## config.mk

```make
export PLATFORM = sky130hd
export DESIGN_NAME = uart_fifo_core
export DESIGN_NICKNAME = d
export VERILOG_FILES = /design/src/rtl/uart_fifo_core.sv
export SDC_FILE = /design/constraint.sdc
export NUM_CORES = 1
export LEC_CHECK = 0
export ABC_AREA = 1
export CORE_ASPECT_RATIO = 1.2
export CORE_MARGIN = 1
export CORE_UTILIZATION = 50
export CTS_BUF_LIST = sky130_fd_sc_hd__clkbuf_4 sky130_fd_sc_hd__clkbuf_8 sky130_fd_sc_hd__clkbuf_16
export DETAILED_ROUTE_END_ITERATION = 10
export PLACE_DENSITY = 0.75
export SETUP_SLACK_MARGIN = 0.15
export SYNTH_ARGS = -nofsm -noshare
export SYNTH_HDL_FRONTEND = slang
export SYNTH_SLANG_ARGS = --single-unit
```

## constraint.sdc

```tcl
create_clock -name CLK_I -period 5.6 [get_ports CLK_I]
set_input_delay 0.84 -clock CLK_I [delete_from_list [all_inputs] [get_ports CLK_I]]
set_output_delay 0.84 -clock CLK_I [all_outputs]
set_load 0.03 [all_outputs]
```

## src/rtl/uart_fifo_core.sv

```systemverilog
// uart_fifo_core: 16x-oversampled UART with TX/RX FIFOs, runtime parity,
// sticky error flags and a maskable level interrupt on a zero-wait WISHBONE port.
module uart_fifo_core #(
  parameter int unsigned DATA_BITS  = 8,
  parameter int unsigned FIFO_DEPTH = 16,
  parameter int unsigned DIV_RESET  = 161
) (
  input  logic        CLK_I,
  input  logic        RST_I,
  input  logic [2:0]  ADD_I,
  input  logic [31:0] DAT_I,
  output logic [31:0] DAT_O,
  input  logic        STB_I,
  input  logic        WE_I,
  output logic        ACK_O,
  input  logic        RxD,
  output logic        TxD,
  output logic        IRQ_O
);
  localparam int unsigned AW = (FIFO_DEPTH > 2) ? $clog2(FIFO_DEPTH) : 1;
  localparam int unsigned CW = AW + 1;
  localparam int unsigned BW = $clog2(DATA_BITS);

  typedef enum logic [2:0] {S_IDLE, S_START, S_DATA, S_PARITY, S_STOP} state_t;

  logic [15:0]          div, tick_cnt;
  logic [11:0]          ctrl;
  logic                 tick, fe, pe, ov;
  logic [DATA_BITS-1:0] tx_mem [FIFO_DEPTH];
  logic [DATA_BITS-1:0] rx_mem [FIFO_DEPTH];
  logic [AW-1:0]        tx_wp, tx_rp, rx_wp, rx_rp;
  logic [CW-1:0]        tx_count, rx_count;
  state_t               tx_state, rx_state;
  logic [3:0]           tx_sub, rx_sub, rx_thr;
  logic [BW-1:0]        tx_bit, rx_bit;
  logic [DATA_BITS-1:0] tx_sh, rx_sh, tx_head, rx_head;
  logic                 tx_par, tx_pen, rx_pen, rx_podd, rx_par_bit;
  logic                 rx_m, rx_s, rx_d, rx_fall;
  logic                 wr, rd, lsr_wr, div_wr, ctrl_wr;
  logic                 tx_push, tx_pop, rx_push, rx_pop;
  logic                 tx_full, rx_full, tx_idle;
  logic                 rx_stop_evt, par_bad, set_fe, set_pe, set_ov;
  logic                 unused_dat;

  assign unused_dat = ^DAT_I[31:16];

  assign wr      = STB_I & WE_I;
  assign rd      = STB_I & ~WE_I;
  assign lsr_wr  = wr & (ADD_I == 3'd1);
  assign div_wr  = wr & (ADD_I == 3'd2);
  assign ctrl_wr = wr & (ADD_I == 3'd3);
  assign ACK_O   = STB_I;

  assign tx_full = (tx_count == CW'(FIFO_DEPTH));
  assign rx_full = (rx_count == CW'(FIFO_DEPTH));
  assign tx_idle = (tx_count == '0) & (tx_state == S_IDLE);
  assign tx_head = tx_mem[tx_rp];
  assign rx_head = rx_mem[rx_rp];

  assign tx_pop  = (tx_state == S_IDLE) & (tx_count != '0);
  assign tx_push = wr & (ADD_I == 3'd0) & (~tx_full | tx_pop);
  assign rx_pop  = rd & (ADD_I == 3'd0) & (rx_count != '0);

  // Stop-bit verdict: frame error beats parity error beats overrun.
  assign rx_stop_evt = (rx_state == S_STOP) & tick & (rx_sub == 4'd15);
  assign par_bad     = rx_pen & (rx_par_bit != (^rx_sh ^ rx_podd));
  assign set_fe      = rx_stop_evt & ~rx_s;
  assign set_pe      = rx_stop_evt & rx_s & par_bad;
  assign set_ov      = rx_stop_evt & rx_s & ~par_bad & rx_full & ~rx_pop;
  assign rx_push     = rx_stop_evt & rx_s & ~par_bad & (~rx_full | rx_pop);
  assign rx_fall     = rx_d & ~rx_s;

  assign tick   = (tick_cnt == div);
  assign rx_thr = (ctrl[11:8] == 4'd0) ? 4'd1 : ctrl[11:8];
  assign IRQ_O  = (ctrl[2] & (9'(rx_count) >= 9'(rx_thr))) | (ctrl[3] & tx_idle) |
                  (ctrl[4] & (fe | pe | ov));

  always_comb begin
    DAT_O = '0;
    case (ADD_I)
      3'd0: DAT_O = (rx_count != '0) ? 32'(rx_head) : 32'd0;
      3'd1: DAT_O = {26'd0, tx_idle, tx_full, ov, pe, fe, (rx_count != '0)};
      3'd2: DAT_O = {16'd0, div};
      3'd3: DAT_O = {20'd0, ctrl};
      3'd4: DAT_O = {7'd0, 9'(tx_count), 7'd0, 9'(rx_count)};
      default: DAT_O = '0;
    endcase
  end

  // Registers, tick generator, sticky flags and RX synchroniser.
  always_ff @(posedge CLK_I) begin
    if (RST_I) begin
      div      <= 16'(DIV_RESET);
      ctrl     <= '0;
      tick_cnt <= '0;
      fe       <= 1'b0;
      pe       <= 1'b0;
      ov       <= 1'b0;
      rx_m     <= 1'b1;
      rx_s     <= 1'b1;
      rx_d     <= 1'b1;
    end else begin
      if (div_wr) div <= DAT_I[15:0];
      if (ctrl_wr) ctrl <= DAT_I[11:0] & 12'hF1F;
      if (div_wr || tick) tick_cnt <= '0;
      else tick_cnt <= tick_cnt + 16'd1;
      fe   <= set_fe | (fe & ~lsr_wr);
      pe   <= set_pe | (pe & ~lsr_wr);
      ov   <= set_ov | (ov & ~lsr_wr);
      rx_m <= RxD;
      rx_s <= rx_m;
      rx_d <= rx_s;
    end
  end

  always_ff @(posedge CLK_I) begin
    if (tx_push) tx_mem[tx_wp] <= DAT_I[DATA_BITS-1:0];
    if (rx_push) rx_mem[rx_wp] <= rx_sh;
  end

  always_ff @(posedge CLK_I) begin
    if (RST_I) begin
      tx_wp    <= '0;
      tx_rp    <= '0;
      tx_count <= '0;
      rx_wp    <= '0;
      rx_rp    <= '0;
      rx_count <= '0;
    end else begin
      if (tx_push) tx_wp <= tx_wp + AW'(1);
      if (tx_pop)  tx_rp <= tx_rp + AW'(1);
      if (rx_push) rx_wp <= rx_wp + AW'(1);
      if (rx_pop)  rx_rp <= rx_rp + AW'(1);
      tx_count <= tx_count + CW'(tx_push) - CW'(tx_pop);
      rx_count <= rx_count + CW'(rx_push) - CW'(rx_pop);
    end
  end

  // Transmitter; parity settings are latched when a frame starts.
  always_ff @(posedge CLK_I) begin
    if (RST_I) begin
      tx_state <= S_IDLE;
      TxD      <= 1'b1;
      tx_sub   <= '0;
      tx_bit   <= '0;
      tx_sh    <= '0;
      tx_par   <= 1'b0;
      tx_pen   <= 1'b0;
    end else if (tx_state == S_IDLE) begin
      if (tx_pop) begin
        tx_state <= S_START;
        TxD      <= 1'b0;
        tx_sub   <= '0;
        tx_sh    <= tx_head;
        tx_par   <= ^tx_head ^ ctrl[1];
        tx_pen   <= ctrl[0];
      end
    end else if (tick) begin
      tx_sub <= tx_sub + 4'd1;
      if (tx_sub == 4'd15) begin
        case (tx_state)
          S_START: begin
            tx_state <= S_DATA;
            TxD      <= tx_sh[0];
            tx_bit   <= '0;
          end
          S_DATA: begin
            if (tx_bit == BW'(DATA_BITS - 1)) begin
              tx_state <= tx_pen ? S_PARITY : S_STOP;
              TxD      <= tx_pen ? tx_par : 1'b1;
            end else begin
              tx_bit <= tx_bit + BW'(1);
              tx_sh  <= tx_sh >> 1;
              TxD    <= tx_sh[1];
            end
          end
          S_PARITY: begin
            tx_state <= S_STOP;
            TxD      <= 1'b1;
          end
          default: begin
            tx_state <= S_IDLE;
            TxD      <= 1'b1;
          end
        endcase
      end
    end
  end

  // Receiver; start bit is re-checked mid-bit to reject glitches.
  always_ff @(posedge CLK_I) begin
    if (RST_I) begin
      rx_state   <= S_IDLE;
      rx_sub     <= '0;
      rx_bit     <= '0;
      rx_sh      <= '0;
      rx_pen     <= 1'b0;
      rx_podd    <= 1'b0;
      rx_par_bit <= 1'b0;
    end else if (rx_state == S_IDLE) begin
      if (rx_fall) begin
        rx_state <= S_START;
        rx_sub   <= '0;
        rx_pen   <= ctrl[0];
        rx_podd  <= ctrl[1];
      end
    end else if (rx_state == S_START) begin
      if (tick) begin
        if (rx_sub == 4'd7) begin
          rx_sub   <= '0;
          rx_bit   <= '0;
          rx_state <= rx_s ? S_IDLE : S_DATA;
        end else begin
          rx_sub <= rx_sub + 4'd1;
        end
      end
    end else if (tick) begin
      rx_sub <= rx_sub + 4'd1;
      if (rx_sub == 4'd15) begin
        case (rx_state)
          S_DATA: begin
            rx_sh <= {rx_s, rx_sh[DATA_BITS-1:1]};
            if (rx_bit == BW'(DATA_BITS - 1)) rx_state <= rx_pen ? S_PARITY : S_STOP;
            else rx_bit <= rx_bit + BW'(1);
          end
          S_PARITY: begin
            rx_par_bit <= rx_s;
            rx_state   <= S_STOP;
          end
          default: rx_state <= S_IDLE;
        endcase
      end
    end
  end

endmodule

```

Yosys cells after proc, flatten, opt, wreduce, memory -nomap -nowiden
Memory sizes are Yosys's and may differ from the RTL's. A register that Yosys moved wholly into a read port is not among the register bits.
Cells that the tools add are included.
{ "totals": {"reg_bits": 115, "mem_bits_rw": 256, "in_bits": 40, "elab_cells": 214, "out_inout_bits": 35, "n_memories": 2} }
{ "mem_list": {"columns": ["memory", "words", "width", "rd", "rd_ports_with_merged_regs", "write_ports", "line", "rtl"], "rows": [
  ["rx_mem", 16, 8, 1, 1, 1, "30", "logic [DATA_BITS-1:0] rx_mem [FIFO_DEPTH];"],
  ["tx_mem", 16, 8, 1, 1, 1, "29", "logic [DATA_BITS-1:0] tx_mem [FIFO_DEPTH];"]
]} }
{ "classes": {"addsub": 13, "n_mux": 60, "n_reduce_logical": 31, "order_cmp": 1, "n_bitwise": 49, "n_eq_ne": 29} }
{ "ops": {"columns": ["operator", "count"], "rows": [
  ["21-bit one-hot mux with 5 select lines", 1],
  ["3-bit two-way mux", 23],
  ["4-bit two-way mux", 14],
  ["8-bit two-way mux", 7],
  ["1-bit AND", 28],
  ["5-bit AND reduction", 5],
  ["4-bit by 1-bit adder with 4-bit output, second input constant", 6],
  ["3-bit by 2-bit equality test with 1-bit output, second input constant", 6],
  ["16-bit by 1-bit adder with 16-bit output, second input constant", 1],
  ["16-bit equality test", 1],
  ["8-bit XOR reduction", 2],
  ["2-bit nonzero test", 7],
  ["3-bit equality test, second input constant", 4],
  ["3-bit one-hot mux with 2 select lines", 2],
  ["5-bit by 1-bit adder with 5-bit output", 2],
  ["5-bit equality test, second input constant", 2],
  ["1-bit two-way mux", 10],
  ["2-bit inequality test, second input constant", 5],
  ["1-bit NOT", 10],
  ["5-bit nonzero test", 2],
  ["5-bit by 1-bit subtractor with 5-bit output", 2],
  ["3-bit by 1-bit equality test with 1-bit output, second input constant", 3],
  ["3-bit logical NOT", 3],
  ["1-bit bitwise OR", 9],
  ["22 further kinds", 28]
]} }

Longest topological paths before layout
Gate-level depths: netlist of the first run.
{ "logic_depth": {"ltp_word": 9, "mapped_depth": 19} }

Worst setup path after synthesis of the first run
OpenSTA, ideal clock, no wires.
{ "synth_path": {"kind": "input port to flip-flop", "from": "input ADD_I[0]", "to": "register rx_count[4]", "arrival_time_ps": 3044, "required_ps": 5530, "slack_ps": 2486, "cell_stages": 17, "setup_ps": 70, "cell_sequence": "nor2_1 > nand2_1 > inv_1 > nand2_1 > nor3_4 > inv_1 > nand3_1 > nand3_4 > ha_1 > inv_1 > ha_1 > fa_1 > nand2_1 > a21oi_1 > nor2_1 > o21ai_0 > a21oi_1"} }
{ "synth_between": {"elab_chain_len": 7} }
{ "synth_rtl": {"columns": ["element", "line", "rtl"], "rows": [
  ["start: declaration", "10", "input logic [2:0] ADD_I,"],
  ["3-bit logical NOT (*)", "62", "assign rx_pop = rd & (ADD_I == 3'd0) & (rx_count != '0);"],
  ["1-bit AND (*) (2 in a row)", "62", null],
  ["via rx_pop", "40", "logic tx_push, tx_pop, rx_push, rx_pop;"],
  ["1-bit bitwise OR", "70", "assign rx_push = rx_stop_evt & rx_s & ~par_bad & (~rx_full | rx_pop);"],
  ["1-bit AND", "70", null],
  ["5-bit by 1-bit adder with 5-bit output", "135", "rx_count <= rx_count + CW'(rx_push) - CW'(rx_pop);"],
  ["5-bit by 1-bit subtractor with 5-bit output (*)", "135", null],
  ["end signal: assignment", "135", null],
  ["end: declaration", "32", "logic [CW-1:0] tx_count, rx_count;"]
]} }
Mark *: on every way through the listed nets, which the timed path passes. The rest lies on a longest branch.
A chain may end at the register's enable or synchronous reset.

==> summary.md, run 1 <==
| Metric | Value |
|---|---|
| Worst-Margin Slew | `1100 ps` |
| Synth Cell Area | `16800 um2` |
| Async set-reset flop share out of synthesis | `0` |
| Die area | `34300 um2` |
| Cell-internal power | `4920 uW` |
| Wire per inst | `17.2 um` |
| CTS root buffer | `clkbuf_16` |
| Clock Skew | `23.2 ps` |
| Switching share of power | `0.285` |
| Finish-stage setup viols | `0` |
| Post-synthesis sequential area ratio | `0.604` |
| Min Clock Period, post-route | `4330 ps` |
| DIE HEIGHT | `203 um` |
| Rel. slew slack | `0.269` |
| Synth Register Bits | `379` |
| Max cap viols | `0` |
| Synth unique cells | `54` |
| Setup bufs post-CTS | `0` |
| Syn_area_per_cell | `9.65 um2` |
| Synth area leader | `edfxtp_1` |
| Top cells by count, synth | `nand2_1 (343), edfxtp_1 (256), nor2_1 (197), inv_1 (181), o21ai_0 (137)` |
| Clk sinks | `379` |
| FF-to-FF Start | `tx_state[2]` |
| Static leakage | `0.00699 uW` |
| IO Count | `75` |
| Peak supply drop | `0.257 mV` |
| Via density | `5.50` |
| CTS tree | `yes` |
| Share of cells above drive strength 1 | `0.0667` |
| Fin nets | `1845` |
| Die Span X | `169 um` |
| Power density over the cells | `366 nW/um2` |
| Starting DRT DRC Count | `1196` |
| Synth Instances | `1741` |
| Worst skew pair latency | `520 ps` |
| Vias in the first global route | `11900` |
| Clock power frac | `0.366` |
| Startpoint Class | `register` |
| Final period utilization | `0.773` |
| H-tree depth | `2` |
| Synth Flop Type | `edfxtp_1` |
| Initial antenna violation count | `0` |
| Post-CTS Hold Buffers | `0` |
| Psw | `1960 uW` |
| Via count | `12400` |
| Post-CTS resize count | `0` |
| Row cnt | `73` |
| Largest net degree at the start of global routing | `67` |
| Wire length of the first global-routing pass | `61400 um` |
| Number of synthesized flops with an enable pin | `256` |
| Drt drc | `0` |
| CTS clk-pin slew, worst paths | `60 ps` |
| Longest Clk Path Bufs | `3` |
| Top post-synthesis cells by area | `edfxtp_1 (46%), dfxtp_1 (15%), nand2_1 (7.7%)` |
| Gr ovfl total | `0` |
| Worst-path fanout max | `64` |
| Fmax | `0.231 GHz` |
| Hold Crit Class | `reg -> reg` |
| Worst hold slack | `415 ps` |
| Combinational power share | `0.184` |
| Status | `completed` |
| Core ar. | `33100 um2` |
| RD Place Congestion | `0.877` |
| Crit. End Element | `output port` |
| Final wirelength | `38800 um` |
| WP data arrival | `3490 ps` |
| Syn-to-layout area delta | `12.0%` |
| Total track usage | `0.228` |
| Unrepaired setup endpoints after global routing | `no` |
| Synth warn | `0` |
| Post-route ant nets | `0` |
| Initial cell density of the core | `0.508` |
| Required @ worst endpoint | `4760 ps` |
| Post-DP HPWL | `24900 um` |
| Fin. Hold Viols | `0` |
| TritonRoute pass-1 iters | `6` |
| Path type of the worst setup path | `reg -> out` |
| Port Buf Inserts | `47` |
| Total negative slack | `0 ps` |
| Antenna Cells | `0` |
| Register share of total power | `0.450` |
| Num CTS Buffers | `38` |
| Post-synth top area share | `0.458` |
| Count of pins over their slew limit | `0` |
| Most frequent cell after synthesis | `nand2_1` |
| Hold Startpoint | `rx_m` |
## area by class of cell
type                    instances  area [um2]
clock buffers                  55        1160
clock inverters                14         114
fillers                      2820       14200
inverters                     194         729
multi-input cells            1101        5570
flip-flops and latches        379       10200
well taps                     450         563
repair buffers                 56         538
## final timing paths
check	slack, ps	to	cells after the start
max	1270	DAT_O[3]	8
min	410	rx_s	1
max reg2reg	2260	tx_count[4]	13
min reg2reg	410	rx_s	1
## per-stage QoR
stage          total power [uW]  area, um2   util  cells  worst slack [ps]
2_1_floorplan              4110      16800      -   1751              2490
3_3_place_gp               4360      17500  0.531   2180              1620
3_5_place_dp               4400      17500  0.531   2180              1620
4_1_cts                    6910      18800  0.569   2249              1300
5_1_grt                    7200      18800  0.569   2249              1140
6_report                   6880      18800  0.569   2249              1270
## worst max-delay path, stage by stage, from the launching register on
cell and delay, ps:
dfxtp_2 320, inv_2 730, o21ai_0 180, o221ai_1 260, nand3_1 180, a21oi_1 330, nor2_1 80, o211ai_1 120
clkdlybuf4s50_1 720
## flip-flops by register name, indices dropped and copies added, names as in the netlist, 4 cells and up, named ones only
signal and flops:
ctrl 9, div 16, rx_count 5, rx_mem 128
rx_rp 4, rx_sh 8, rx_sub 4, rx_wp 4
tick_cnt 16, tx_count 5, tx_mem 128, tx_rp 4
tx_sh 8, tx_sub 4, tx_wp 4
## metal layers
| layer | global-route usage | vias to the layer above | share of wire |
|---|---|---|---|
| met3 | 0.0322 | 101 | 0.065 |
| met1 | 0.285 | 5859 | 0.40 |
| met2 | 0.392 | 474 | 0.50 |
| met4 | 0.103 | 0 | 0.038 |
| li1 | - | 5929 | - |
| met5 | 0 | - | 0 |
## logic make-up (layout without fill, tap and decap cells)
| group | after synthesis | in the layout | synth area share |
|---|---|---|---|
| and+or+nand+nor | 735 | 735 | 0.187 |
| other | 1 | 11 | 0.000223 |
| AOI/OAI and AO/OA | 289 | 289 | 0.0984 |
| xor gates and xnor gates | 31 | 31 | 0.0162 |
| adders and majority gates | 35 | 35 | 0.0270 |
| DFF | 379 | 379 | 0.604 |
| buffers and inverters | 271 | 319 | 0.0666 |
## power groups by stage
stage	clock [uW]	sequential [uW]	combinational [uW]
after global routing	2660	3100	1440
final	2520	3100	1270
after floorplan	0	3150	960
after global placement	0	3150	1210
after detailed placement	0	3160	1250
after CTS	2550	3100	1260
## layout by cell type, fill, tap and decap left out, types with 41 or more instances in the layout
cell type,count
nand2_1,343
edfxtp_1,256
nor2_1,197
inv_1,181
o21ai_0,137
dfxtp_1,121
nand3_1,121
a21oi_1,77
clkdlybuf4s50_1,47
clkbuf_16,41
No activity file was read; power rests on OpenSTA's default activity.
==> run 2, diff against run 1 <==
--- a/config.mk
+++ b/config.mk
@@ -11,7 +11,7 @@
 export CORE_UTILIZATION = 50
 export CTS_BUF_LIST = sky130_fd_sc_hd__clkbuf_4 sky130_fd_sc_hd__clkbuf_8 sky130_fd_sc_hd__clkbuf_16
 export DETAILED_ROUTE_END_ITERATION = 10
-export PLACE_DENSITY = 0.75
+export PLACE_DENSITY = 0.78
 export SETUP_SLACK_MARGIN = 0.15
 export SYNTH_ARGS = -nofsm -noshare
 export SYNTH_HDL_FRONTEND = slang
==> constraint.sdc (replaced) <==
create_clock -name CLK_I -period 3.68 [get_ports CLK_I]
set_input_delay 0.552 -clock CLK_I [delete_from_list [all_inputs] [get_ports CLK_I]]
set_output_delay 0.552 -clock CLK_I [all_outputs]
set_load 0.03 [all_outputs]
==> summary.md, run 2 (synthesized netlist as in run 1, its figures left out) <==
| Metric | Value |
|---|---|
| Status | `completed` |
| CTS root buffer | `clkbuf_16` |
| H-tree depth | `2 (unchanged)` |
| Gr ovfl total | `0 (unchanged)` |
| Slowest CP cell | `clkdlybuf4s50_1` |
| Startpoint Class | `input port` |
| Fin. Hold Viols | `0 (unchanged)` |
| DIE HEIGHT | `203 um (unchanged)` |
| Core ar. | `33100 um2 (unchanged)` |
| Via density | `5.49 (-0.21%)` |
| Die Span X | `169 um (unchanged)` |
| Most common cell after layout, fill and taps aside | `nand2_1` |
| Rel. slew slack | `0.382 (+0.114)` |
| Post-DP HPWL | `25900 um (+4.1%)` |
| Area of the multi-input gates | `5570 um2 (unchanged)` |
| Worst skew pair latency | `540 ps (+20 ps)` |
| Initial cell density of the core | `0.508 (unchanged)` |
| Hold Crit Class | `reg -> reg` |
| Antenna Cells | `0 (unchanged)` |
| Syn-to-layout area delta | `13.6%` |
| Power density over the cells | `548 nW/um2 (+50%)` |
| Largest net degree at the start of global routing | `67 (unchanged)` |
| Fin nets | `1879 (+1.8%)` |
| Starting DRT DRC Count | `994 (-17%)` |
| Worst-path fanout max | `7 (-89%)` |
| Via count | `12500 (+1.2%)` |
| Vias in the first global route | `12400 (+3.4%)` |
| Post-route ant nets | `0 (unchanged)` |
| Die area | `34300 um2 (unchanged)` |
| Clock Skew | `31.3 ps (+8.08 ps)` |
| Num CTS Buffers | `37 (-2.6%)` |
| Required @ worst endpoint | `3130 ps (-1630 ps)` |
| CTS tree | `yes` |
| TritonRoute pass-1 iters | `5 (-1)` |
| RD Place Congestion | `0.911 (+3.8%)` |
| Crit-path cells | `clkdlybuf4s50_1 -> inv_1 -> nor3_1 -> inv_1 -> o21ai_0 -> clkdlybuf4s50_1` |
| Worst path top cell family by delay | `buffers and inverters` |
| Max cap viols | `0 (unchanged)` |
| Wire per inst | `17.3 um (+0.17%)` |
| Worst-Margin Slew | `923 ps (-172 ps)` |
| IO Count | `75 (unchanged)` |
| CTS clk-pin slew, worst paths | `60 ps (about the same)` |
| Finish-stage setup viols | `0 (unchanged)` |
| Initial antenna violation count | `0 (unchanged)` |
| Crit-path max cell delay | `710 ps (-20 ps)` |
| Fmax | `0.298 GHz` |
| Biggest regs | `rx_mem: 128 flops, tx_mem: 128 flops` |
| Min Clock Period, post-route | `3360 ps` |
| Peak supply drop | `0.439 mV (+71%)` |
| Utilization after layout | `0.577 (+0.00787)` |
| Most frequent cells in the layout | `nand2_1 (343), edfxtp_1 (256), nor2_1 (197)` |
| Clk sinks | `379 (unchanged)` |
| Wire length of the first global-routing pass | `62200 um (+1.3%)` |
| Total negative slack | `0 ps (unchanged)` |
| Path type of the worst setup path | `in -> out` |
| WP data arrival | `2810 ps (-680 ps)` |
| Port Buf Inserts | `47 (unchanged)` |
| Drt drc | `0 (unchanged)` |
| Worst path bufs/invs | `4 (+2)` |
| Count of pins over their slew limit | `0 (unchanged)` |
| Share of cells above drive strength 1 | `0.0912 (+0.0245)` |
| Unrepaired setup endpoints after global routing | `no` |
| Final period utilization | `0.913` |
| Total track usage | `0.231 (+0.00272)` |
| Final wirelength | `39400 um (+1.6%)` |
| Static leakage | `0.00722 uW (+3.2%)` |
| FF+latch area | `10200 um2 (unchanged)` |
| Crit. End Element | `output port` |
| Longest Clk Path Bufs | `3 (unchanged)` |
| Fillers | `2776 (-1.6%)` |
| Row cnt | `73 (unchanged)` |
==> run 2: layer usage <==
layer / wire (um) / track usage / vias up
met5: 0 / 0 / -
met4: 1370 / 0.0959 / 0
met3: 2370 / 0.0316 / 101
met2: 19800 / 0.405 / 478
met1: 15900 / 0.285 / 5946
li1: - / - / 5987
==> run 2: layout make-up <==
| cell class | count | area share |
|---|---|---|
| Clock inverter | 10 | 0.00735 |
| Inverter | 194 | 0.0384 |
| Multi-Input combinational cell | 1101 | 0.292 |
| Timing Repair Buffer | 91 | 0.0432 |
| Sequential cell | 379 | 0.532 |
| Tap cell | 450 | 0.0295 |
| Clock buffer | 56 | 0.0576 |
==> run 2: final timing paths <==
kind | start | endpoint | slack (ps) | cells after the start
setup / recovery | ADD_I[0] | DAT_O[8] | 320 | 6
setup reg to reg | rx_count[2] | rx_count[4] | 610 | 19
hold / removal | rx_m | rx_s | 420 | 1
hold reg to reg | rx_m | rx_s | 420 | 1
==> run 2: metrics by stage <==
step / power [uW] / hold slack (ps) / cells / setup slack [ps] / area (um2)
6_report: 10400 / 425 / 2281 / 322 / 19100
4_1_cts: 10500 / 422 / 2281 / 241 / 19100
2_1_floorplan: 6250 / 389 / 1751 / 854 / 16800
3_3_place_gp: 6620 / 396 / 2215 / 211 / 17800
3_5_place_dp: 6710 / 403 / 2215 / 176 / 17800
5_1_grt: 10900 / 442 / 2281 / 157 / 19100
==> run 2: where the power goes <==
group / leakage [uW] / total [uW] / switching (uW) / internal, uW
logic: 0.00348 / 1940 / 1330 / 604
registers: 0.00311 / 4710 / 79.5 / 4630
clock network: 0.000627 / 3800 / 1570 / 2230
total: 0.00722 / 10400 / 2990 / 7460
==> run 2: timing repair <==
action | CTS | global route
resized for setup | 2 | 1
hold endpoints to repair | 0 | 0
hold buffers | 0 | 0
buffers inserted | 0 | 0
endpoints found under the setup margin | 1 | 1
cloned | 0 | 0
==> run 2: worst reg2reg max path, cell delays in order, from the launching register on <==
cell	delay, ps
dfxtp_1	370
inv_1	90
ha_1	200
nand2_1	60
nor2_1	50
nand2_1	90
nand2_1	130
nor3_4	150
inv_1	90
nand3_1	210
nand3_4	130
ha_1	310
inv_1	40
ha_1	200
fa_1	410
nand2_1	80
a21oi_1	60
nor2_1	110
o21ai_0	90
a21oi_1	130
==> run 3, diff against run 2 <==
--- a/config.mk
+++ b/config.mk
@@ -13,6 +13,7 @@
 export DETAILED_ROUTE_END_ITERATION = 10
 export PLACE_DENSITY = 0.78
 export SETUP_SLACK_MARGIN = 0.15
+export SLEW_MARGIN = 10
 export SYNTH_ARGS = -nofsm -noshare
 export SYNTH_HDL_FRONTEND = slang
 export SYNTH_SLANG_ARGS = --single-unit
==> results of run 3 <==
The final DEF is identical to that of run 2; final timing and power are the same.
